[src/rtl/projectile_pkg.sv]
// rtl/projectile_pkg.sv - shared types and defaults for the projectile pool
package projectile_pkg;

    localparam int N_SLOTS_DEF  = 4;
    localparam int SPEED_DEF    = 4;
    localparam int COOLDOWN_DEF = 8;
    localparam int OBJ_W_DEF    = 32;
    localparam int OBJ_H_DEF    = 32;
    localparam int COORD_W      = 11;

    typedef struct packed {
        logic               active;
        logic [COORD_W-1:0] x;
        logic [COORD_W-1:0] y;
    } slot_t;

    typedef enum logic {
        IDLE   = 1'b0,
        UPDATE = 1'b1
    } state_t;

    // Coverage test done in 12 bits so x+w near the right/bottom edge cannot wrap
    function automatic logic slot_covers(input slot_t s,
                                         input logic [COORD_W-1:0] px,
                                         input logic [COORD_W-1:0] py,
                                         input int w,
                                         input int h);
        logic [COORD_W:0] x_end;
        logic [COORD_W:0] y_end;
        x_end = {1'b0, s.x} + (COORD_W+1)'(w);
        y_end = {1'b0, s.y} + (COORD_W+1)'(h);
        return s.active &&
               (px >= s.x) && ({1'b0, px} < x_end) &&
               (py >= s.y) && ({1'b0, py} < y_end);
    endfunction

endpackage

[src/rtl/projectile_hit_select.sv]
// rtl/projectile_hit_select.sv - registered per-pixel slot arbitration and offset generation
module projectile_hit_select
    import projectile_pkg::*;
#(
    parameter int N_SLOTS = N_SLOTS_DEF,
    parameter int OBJ_W   = OBJ_W_DEF,
    parameter int OBJ_H   = OBJ_H_DEF
) (
    input  logic                       clk,
    input  logic                       resetN,
    input  slot_t                      slots [N_SLOTS],
    input  logic [COORD_W-1:0]         pixelX,
    input  logic [COORD_W-1:0]         pixelY,
    output logic                       insideRect,
    output logic [COORD_W-1:0]         offsetX,
    output logic [COORD_W-1:0]         offsetY,
    output logic [$clog2(N_SLOTS)-1:0] sel_idx
);

    localparam int IDX_W = $clog2(N_SLOTS);

    logic               hit_found;
    logic [IDX_W-1:0]   hit_win;
    logic [COORD_W-1:0] off_x;
    logic [COORD_W-1:0] off_y;

    // Priority encode: scan from the top so the lowest covering index wins
    always_comb begin
        hit_found = 1'b0;
        hit_win   = '0;
        for (int i = N_SLOTS - 1; i >= 0; i--) begin
            if (slot_covers(slots[i], pixelX, pixelY, OBJ_W, OBJ_H)) begin
                hit_found = 1'b1;
                hit_win   = IDX_W'(i);
            end
        end
        off_x = pixelX - slots[hit_win].x;
        off_y = pixelY - slots[hit_win].y;
    end

    // One-cycle pipeline toward the bitmap reader; no winner drives all zeros
    always_ff @(posedge clk or negedge resetN) begin
        if (!resetN) begin
            insideRect <= 1'b0;
            sel_idx    <= '0;
            offsetX    <= '0;
            offsetY    <= '0;
        end else if (hit_found) begin
            insideRect <= 1'b1;
            sel_idx    <= hit_win;
            offsetX    <= off_x;
            offsetY    <= off_y;
        end else begin
            insideRect <= 1'b0;
            sel_idx    <= '0;
            offsetX    <= '0;
            offsetY    <= '0;
        end
    end

endmodule

[src/rtl/projectile_pool_ctrl.sv]
// rtl/projectile_pool_ctrl.sv - projectile slot pool: allocation, per-frame motion, retirement, draw arbitration
module projectile_pool_ctrl
    import projectile_pkg::*;
#(
    parameter int N_SLOTS         = N_SLOTS_DEF,
    parameter int SPEED           = SPEED_DEF,
    parameter int COOLDOWN_FRAMES = COOLDOWN_DEF,
    parameter int OBJ_W           = OBJ_W_DEF,
    parameter int OBJ_H           = OBJ_H_DEF
) (
    input  logic                       clk,
    input  logic                       resetN,
    input  logic                       startOfFrame,
    input  logic                       fire_req,
    input  logic [10:0]                fire_x,
    input  logic [10:0]                fire_y,
    output logic                       fire_ack,
    output logic                       pool_full,
    input  logic                       hit_valid,
    input  logic [$clog2(N_SLOTS)-1:0] hit_idx,
    input  logic [10:0]                pixelX,
    input  logic [10:0]                pixelY,
    output logic                       insideRect,
    output logic [10:0]                offsetX,
    output logic [10:0]                offsetY,
    output logic [$clog2(N_SLOTS)-1:0] sel_idx,
    output logic [N_SLOTS-1:0]         active_mask
);

    localparam int IDX_W = $clog2(N_SLOTS);

    state_t           state_q;
    state_t           state_d;
    logic [IDX_W-1:0] slot_cnt_q;
    slot_t            slots_q [N_SLOTS];
    slot_t            slots_d [N_SLOTS];
    logic [7:0]       cooldown_q;
    logic             upd_en;
    logic             fire_go;
    logic             free_found;
    logic [IDX_W-1:0] free_idx;
    logic             all_active_d;

    // State register
    always_ff @(posedge clk or negedge resetN) begin
        if (!resetN) state_q <= IDLE;
        else         state_q <= state_d;
    end

    // Next state: a frame pulse starts a sweep, the sweep ends after the last slot
    always_comb begin
        state_d = state_q;
        case (state_q)
            IDLE:    if (startOfFrame) state_d = UPDATE;
            UPDATE:  if (slot_cnt_q == IDX_W'(N_SLOTS - 1)) state_d = IDLE;
            default: state_d = IDLE;
        endcase
    end

    // FSM outputs; the !fire_ack term keeps a held request from double-firing even with zero cooldown
    always_comb begin
        upd_en  = (state_q == UPDATE);
        fire_go = (state_q == IDLE) && fire_req && (cooldown_q == 8'd0) &&
                  free_found && !fire_ack;
    end

    // Sweep index: counts only while updating, parked at zero otherwise
    always_ff @(posedge clk or negedge resetN) begin
        if (!resetN)     slot_cnt_q <= '0;
        else if (upd_en) slot_cnt_q <= slot_cnt_q + IDX_W'(1);
        else             slot_cnt_q <= '0;
    end

    // Lowest-index free slot
    always_comb begin
        free_found = 1'b0;
        free_idx   = '0;
        for (int i = N_SLOTS - 1; i >= 0; i--) begin
            if (!slots_q[i].active) begin
                free_found = 1'b1;
                free_idx   = IDX_W'(i);
            end
        end
    end

    // Slot next-state: motion, then hit (overrides motion), then allocation (overrides a stale hit)
    always_comb begin
        for (int i = 0; i < N_SLOTS; i++) slots_d[i] = slots_q[i];
        if (upd_en && slots_q[slot_cnt_q].active) begin
            if (slots_q[slot_cnt_q].y < 11'(SPEED))
                slots_d[slot_cnt_q].active = 1'b0;
            else
                slots_d[slot_cnt_q].y = slots_q[slot_cnt_q].y - 11'(SPEED);
        end
        if (hit_valid) slots_d[hit_idx].active = 1'b0;
        if (fire_go) begin
            slots_d[free_idx].active = 1'b1;
            slots_d[free_idx].x      = fire_x;
            slots_d[free_idx].y      = fire_y;
        end
    end

    // Pool-full flag derived from the slot state being written this edge
    always_comb begin
        all_active_d = 1'b1;
        for (int i = 0; i < N_SLOTS; i++) all_active_d = all_active_d & slots_d[i].active;
    end

    // Slot storage and pool-full register
    always_ff @(posedge clk or negedge resetN) begin
        if (!resetN) begin
            for (int i = 0; i < N_SLOTS; i++) slots_q[i] <= '0;
            pool_full <= 1'b0;
        end else begin
            for (int i = 0; i < N_SLOTS; i++) slots_q[i] <= slots_d[i];
            pool_full <= all_active_d;
        end
    end

    // Cooldown: reload on an accepted shot, otherwise count down frame pulses
    always_ff @(posedge clk or negedge resetN) begin
        if (!resetN)                                cooldown_q <= 8'd0;
        else if (fire_go)                           cooldown_q <= 8'(COOLDOWN_FRAMES);
        else if (startOfFrame && cooldown_q != 8'd0) cooldown_q <= cooldown_q - 8'd1;
    end

    // Acknowledge pulse, aligned with the slot becoming active
    always_ff @(posedge clk or negedge resetN) begin
        if (!resetN) fire_ack <= 1'b0;
        else         fire_ack <= fire_go;
    end

    // Live-slot view straight from the slot registers
    always_comb begin
        for (int i = 0; i < N_SLOTS; i++) active_mask[i] = slots_q[i].active;
    end

    projectile_hit_select #(
        .N_SLOTS (N_SLOTS),
        .OBJ_W   (OBJ_W),
        .OBJ_H   (OBJ_H)
    ) u_hit_select (
        .clk        (clk),
        .resetN     (resetN),
        .slots      (slots_q),
        .pixelX     (pixelX),
        .pixelY     (pixelY),
        .insideRect (insideRect),
        .offsetX    (offsetX),
        .offsetY    (offsetY),
        .sel_idx    (sel_idx)
    );

endmodule

[config.mk]
export PLATFORM = sky130hd
export DESIGN_NAME = projectile_pool_ctrl
export DESIGN_NICKNAME = d
export VERILOG_FILES = /design/src/rtl/projectile_pkg.sv /design/src/rtl/projectile_hit_select.sv /design/src/rtl/projectile_pool_ctrl.sv
export SDC_FILE = /design/constraint.sdc
export NUM_CORES = 1
export LEC_CHECK = 0
export ABC_AREA = 0
export CAP_MARGIN = 20
export CORE_MARGIN = 3
export CORE_UTILIZATION = 30
export CTS_CLUSTER_DIAMETER = 30
export CTS_CLUSTER_SIZE = 20
export DETAILED_ROUTE_END_ITERATION = 16
export PLACE_DENSITY_LB_ADDON = 0.08
export SETUP_SLACK_MARGIN = 0.1
export SYNTH_ARGS = -nofsm -noshare
export SYNTH_HDL_FRONTEND = slang
export SYNTH_SLANG_ARGS = --single-unit
[constraint.sdc]
create_clock -name clk -period 7.58 [get_ports clk]
set_input_delay 1.137 -clock clk [delete_from_list [all_inputs] [get_ports clk]]
set_output_delay 1.137 -clock clk [all_outputs]
set_load 0.01 [all_outputs]
Word-level counts from Yosys, hierarchy flattened
Cells that the tools add are included.

word-level totals
  input port bits = 51
  word-level logic and storage cells = 150
  output and inout port bits = 31
  bits in registers = 130

operators by class
  add/sub/neg operators = 13
  equal/unequal tests = 1
  reduce and logical (&&, ||, !) cells = 29
  multiplexer cells = 54
  bitwise gates (word level) = 8
  order comparisons = 24

operators with widths
  cell                   number
  $bwmux 92              6
  $mux 92                4
  $demux 23 s2           6
  $mux 23                5
  $add 11x6->12 const B  8
  $lt 11x12->1           8
  $bmux 23 s2            2
  $ge 11x11->1           8
  $mux 22                3
  $mux 11                4
  $logic_and 1x1->1      25
  $sub 11x11->11         2
  $mux 2                 10
  $mux 8                 2
  $ge 3x3->1 const B     4
  $not 2->3              4
  $lt 11x3->1 const B    1
  $mux 1                 11
  $sub 11x3->11 const B  1
  $lt 3x1->1 const B     3
  $logic_not 8->1        1
  $reduce_bool 8->1      1
  $sub 8x1->8 const B    1
  $and 1x1->1            3
  other kinds (6)        6

Longest topological paths before layout
  word-level depth = 17
  gate-level depth with buffers = 27
  depth with buffers taken out = 24

Modules after synthesis
From an unflattened synthesis, not the netlist that was laid out.

second synthesis, totals
  cells, all modules = 1258
  area, all modules = 11385.9 µm²

by module, submodules not included
  module                 times used  cells an instance  area each (µm²)  seq. area each (µm²)
  projectile_hit_select  1           828                6246.0           625.6
  projectile_pool_ctrl   1           430                5139.9           2627.5

Least setup slack after synthesis
Ideal clock, no wire load.

  path type = input-to-reg
  from = input port pixelY[8]
  to = register u_hit_select.offsetX[10]
  stages = 22
  setup time = 0.140 ns
  arrival = 5.017 ns
  data required time = 7.440 ns
  buffers on the path = 1
  path slack = 2.423 ns
  path through = ha_1 -> a21o_1 -> a211o_1 -> nor3_1 -> a211oi_1 -> nor4_4 -> o211ai_2 -> buf_4 -> and2_1 -> a211oi_1 -> a21oi_1 -> ha_1 -> fa_1 -> nor2b_1 -> o21ai_0 -> nand2b_1 -> a311o_1 -> a31oi_1 -> o21bai_1 -> xnor2_1 -> nand3_1 -> nor3b_1

between the ends
  word-level cells in the longest chain between the ends = 13
  elaborated cells between the ends (all ways) = 30
  classes of those cells = add/sub (1); order compare (8); mux (12); bitwise (1); reduce/logical (8)

ends and longest elaborated chain
  what                                        RTL line                     source
  from (decl)                                 projectile_pool_ctrl.sv:22   input logic [10:0] pixelY,
  $ge 11x11->1                                projectile_pkg.sv:34         (py >= s.y) && ({1'b0, py} < y_end);
  $logic_and 1x1->1                           projectile_pkg.sv:33         (px >= s.x) && ({1'b0, px} < x_end) &&
  $logic_and 1x1->1                           projectile_pkg.sv:34
  $mux 2 (4 in a row)                         projectile_hit_select.sv:32  if (slot_covers(slots[i], pixelX, pixelY, OBJ_W, OBJ_H)) begin
  $not 2->3 (implied by the code)             projectile_hit_select.sv:37  off_x = pixelX - slots[hit_win].x;
  $bmux 23 s2                                 projectile_hit_select.sv:37
  $mux 22 (implied by the code) (2 in a row)  projectile_hit_select.sv:37
  $sub 11x11->11                              projectile_hit_select.sv:37
  $mux 11 (*)                                 projectile_hit_select.sv:48  end else if (hit_found) begin
  to (signal assigned)                        projectile_hit_select.sv:46  offsetX <= '0;
  to (signal assigned)                        projectile_hit_select.sv:51  offsetX <= off_x;
  to (signal assigned)                        projectile_hit_select.sv:56  offsetX <= '0;
  to (decl)                                   projectile_hit_select.sv:15  output logic [COORD_W-1:0] offsetX,

Mark *: on every way between the ends. The rest lies on a longest branch, timed or not. The select of a mux whose other input is x is not followed.
A chain may end at the register's enable or synchronous reset.

Final worst setup path
  from = input port pixelX[10]
  to = register u_hit_select.offsetX[10]

between the ends
  word-level cells in the longest chain between the ends = 15
  elaborated cells between the ends (all ways) = 38
  classes of those cells = add/sub (1); order compare (8); mux (12); bitwise (1); reduce/logical (16)

ends and longest elaborated chain
  what                                        RTL line                     source
  from (decl)                                 projectile_pool_ctrl.sv:21   input logic [10:0] pixelX,
  $ge 11x11->1                                projectile_pkg.sv:33
  $logic_and 1x1->1                           projectile_pkg.sv:32         return s.active &&
  $logic_and 1x1->1 (2 in a row)              projectile_pkg.sv:33
  $logic_and 1x1->1                           projectile_pkg.sv:34
  $mux 2 (4 in a row)                         projectile_hit_select.sv:32
  $not 2->3 (implied by the code)             projectile_hit_select.sv:37
  $bmux 23 s2                                 projectile_hit_select.sv:37
  $mux 22 (implied by the code) (2 in a row)  projectile_hit_select.sv:37
  $sub 11x11->11                              projectile_hit_select.sv:37
  $mux 11 (*)                                 projectile_hit_select.sv:48

Marked as above.

==> run_results.csv <==
group,metric,value,unit
global_route,grt_max_degree,71,
floorplan,floorplan.die_area,40040,um2
placement,postPlaceCellArea,12670,um2
critical_path,path_cells,"clkdlybuf4s50_1 -> ha_1 -> a2111oi_0 -> a31oi_1 -> or4_1 -> o211ai_4 -> buf_4 -> and2_1 -> a211oi_1 -> a21oi_1 -> ha_1 -> fa_1 -> nor2b_1 -> o21ai_0 -> nand2b_1 -> a311o_1 -> a31oi_1 -> o21bai_1 -> xnor2_1 -> nand3_1 -> nor3b_1",
timing,worst-slew-pin-transition,0.9679,ns
clocking,cts_post_setup_buffers_inserted,0,
finish,ff_latch_area,3253,um2
synthesis,netlist.area_leader.share,0.2878,
critical_path,crit_slowest_cell,"clkdlybuf4s50_1",
synthesis,syn_inst,1293,
global_route,global_route_met3_utilization,0.04242,
clocking,cts-root-to-sink-buffers,2,
placement,hpwlAfterDp,29.86,mm
hold_path,worstHoldPathType,"flop to flop",
drt,drc,0,
drt,antenna_left,0,
timing,setup_tns,0,ns
timing,layout_min_cycle_time,6.459,ns
global_route,globalRouteMet2Util,0.2766,
floorplan,floorplan.initialDensity,0.3065,
critical_path,crit_fanout,34,
critical_path,worst_path_largest_cell_delay,0.77,ns
finish,finish.instance_area,13350,um2
floorplan,chipHeight,200.1,um
synthesis,part_of_the_yosys_area_used_for_sequential_elements,0.2878,
synthesis,synthTopCellsByCount,"170 x ha_1, 130 x dfrtp_1, 128 x nand2_1, 123 x o21ai_0, 109 x inv_1",
clocking,cts_max_level,4,
global_route,grt_use_met1,0.2972,
clocking,cts.sink_count,130,
global_route,grt_first_pass_wirelength,59.69,mm
floorplan,std_cell_rows,70,
drt,wl,38.71,mm
clocking,cts_tree,"done",
synthesis,synth_most_common_cell,"ha_1",
critical_path,reg2reg_depth,23,
drt,detailedRoute.firstIterationViolations,682,
run,max_cap_check_violation_count,0,
global_route,track_usage,0.1943,
finish,antenna_cells,0,
pwr,power-per-cell-area,304.4,nW/um2
clocking,cts_inserted_buffers,17,
placement,rd_place_congestion,0.8467,
synthesis,ys_types,68,
timing,finalHoldViolations,0,
critical_path,path_class,"input port to flop",
finish,syn2layout_area_growth,18.11,%
synthesis,edff_count_synth,0,
pwr,ir_worst_vdd,0.0001782,V
floorplan,die_x_extent,200.1,um
timing,report.final.setup_viol,0,
synthesis,synthArstFlopShare,1.000,
timing,maxSlewViolCount,0,
finish,filler_cell_count,3799,
global_route,number_of_antenna_violations_at_the_first_check_in_global_routing,1,
drt,wl_per_cell,20.60,um
hold_path,hold_depth,1,
synthesis,yosys-top-cells-area,"dfrtp_1 29%, ha_1 19%, o21ai_0 5.4%",
outcome,status,"completed",
synthesis,syn_area,11300,um2
pwr,report.power.total,0.004064,W
finish,num-nets-final,1585,
placement,port_buffers,81,
critical_path,crit_path_end_kind,"flop",
floorplan,io_pins,82,
floorplan,placeable_core_region,36870,um2
synthesis,synth_area_per_cell,8.742,um2
synthesis,flip_flop_cell_with_the_highest_count_after_synthesis,"dfrtp_1",
clocking,source_to_sink_clock_delay_at_the_later_pin_of_the_worst_skew_pair,0.45,ns
synthesis,syn_nets,1516,
synthesis,postSynthRegisterBits,130,
global_route,overflow,0,
critical_path,worstPathArrival,6.78,ns
timing,maxSlewHeadroom,0.3540,
clocking,cts.root.buffer_cell,"clkbuf_16",
synthesis,yosys_warnings,0,
drt,drt-vias-per-instance,5.115,
clocking,cts.clk_slew.worst_paths,0.06,ns
global_route,most_used_routing_layer,"met1",
timing,period_share,0.8520,
pwr,static-leakage-power,5.888,nW
critical_path,crit_required,7.90,ns
finish,multi_input_comb_area,7446,um2
timing,skew,0.01174,ns
clocking,hold_buffers,0,
synthesis,yosys.area.top_type,"dfrtp_1",
timing,rsz0062_at_grt,"false",
drt,firstDrtPassIters,5,
clocking,ctsResizeCount,0,
critical_path,start_kind,"input port",
timing,fmaxAchievable,154.8,MHz
global_route,grt_pass1_vias,9484,
finish,layout-drive-gt1-share,0.06255,
drt,route.vias.total,9611,
[where the power goes]
group          switching (W)  internal, W
clock network       0.000358     0.000637
registers           0.000254     0.000836
logic                0.00110     0.000879
[critical path: cells and delay by family]
family	cells	cell delay, ns
fa+ha+maj	3	0.83
xor+xnor	1	0.19
simple gates	6	1.37
buf+inv	2	1.19
compound gates	9	2.05
[sequential cells by signal (all words and copies together) (netlist names)]
name                     flops
u_hit_select.offsetX        11
u_hit_select.insideRect      1
state_q                      1
cooldown_q                   8
u_hit_select.offsetY        11
pool_full                    1
slot_cnt_q                   2
fire_ack                     1
u_hit_select.sel_idx         2
slots_q                     88
active_mask                  4
[final timing paths]
kind,to,slack [ns],from
min in group asynchronous,u_hit_select.offsetX[4]$_DFF_PN0_,0.72,resetN
worst max-delay path,u_hit_select.offsetX[10]$_DFF_PN0_,1.12,pixelX[10]
worst max register to register,u_hit_select.offsetX[10]$_DFF_PN0_,1.67,slots_q[85]$_DFFE_PN0P_
worst min-delay path,cooldown_q[5]$_DFFE_PN0P_,0.49,cooldown_q[5]$_DFFE_PN0P_
max in group asynchronous,slots_q[5]$_DFF_PN0_,5.50,resetN
worst min register to register,cooldown_q[5]$_DFFE_PN0P_,0.49,cooldown_q[5]$_DFFE_PN0P_
[stage by stage]
stage | setup slack, ns | std cells | hold slack (ns) | utilization
floorplan | 2.423 | 1293 | 0.4616 | -
global route | 0.6400 | 1879 | 0.5174 | 0.3621
global placement | 0.8009 | 1847 | 0.4815 | 0.3435
detailed placement | 0.7128 | 1847 | 0.4825 | 0.3435
finish | 1.122 | 1879 | 0.4934 | 0.3621
CTS | 1.167 | 1879 | 0.4958 | 0.3621
[layer usage]
metal,vias up,routed length [um]
met2,227,15920
li1,4794,-
met5,-,13
met3,31,2153
met4,2,550
met1,4557,20070
[cell type report]
class	instances	area share
Tap cell	504	0.04724
Timing Repair Buffer	95	0.06870
Clock inverter	12	0.01696
Inverter	112	0.03149
Sequential cell	130	0.2437
Multi-Input combinational cell	1006	0.5577
Clock buffer	20	0.03421
[cell families after synthesis]
group,count (synthesis),share of synthesized area
and+or+nand+nor,375,0.1665
AOI/OAI and AO/OA,335,0.1789
adders and majority gates,172,0.1917
buffers and inverters,157,0.05822
DFF,130,0.2878
muxes,72,0.07660
xor gates and xnor gates,52,0.04029
[layout by cell type, fill, tap and decap left out, types with 8 or more instances in the layout]
cell             count
ha_1               170
dfrtp_1            130
nand2_1            128
o21ai_0            123
inv_1              109
clkdlybuf4s50_1     80
a21oi_1             65
nor2_1              63
mux2i_1             55
nand3_1             46
xnor2_1             44
nor3_1              31
o21ai_1             26
a21o_1              22
nor2b_1             18
a31oi_1             17
clkbuf_16           17
nand2b_1            15
buf_4               14
and3_1              13
o21a_1              11
mux4_2              11
o211ai_1            10
a211oi_1             9
xor2_1               8
Note: power is estimated with default switching activity, not from simulation.
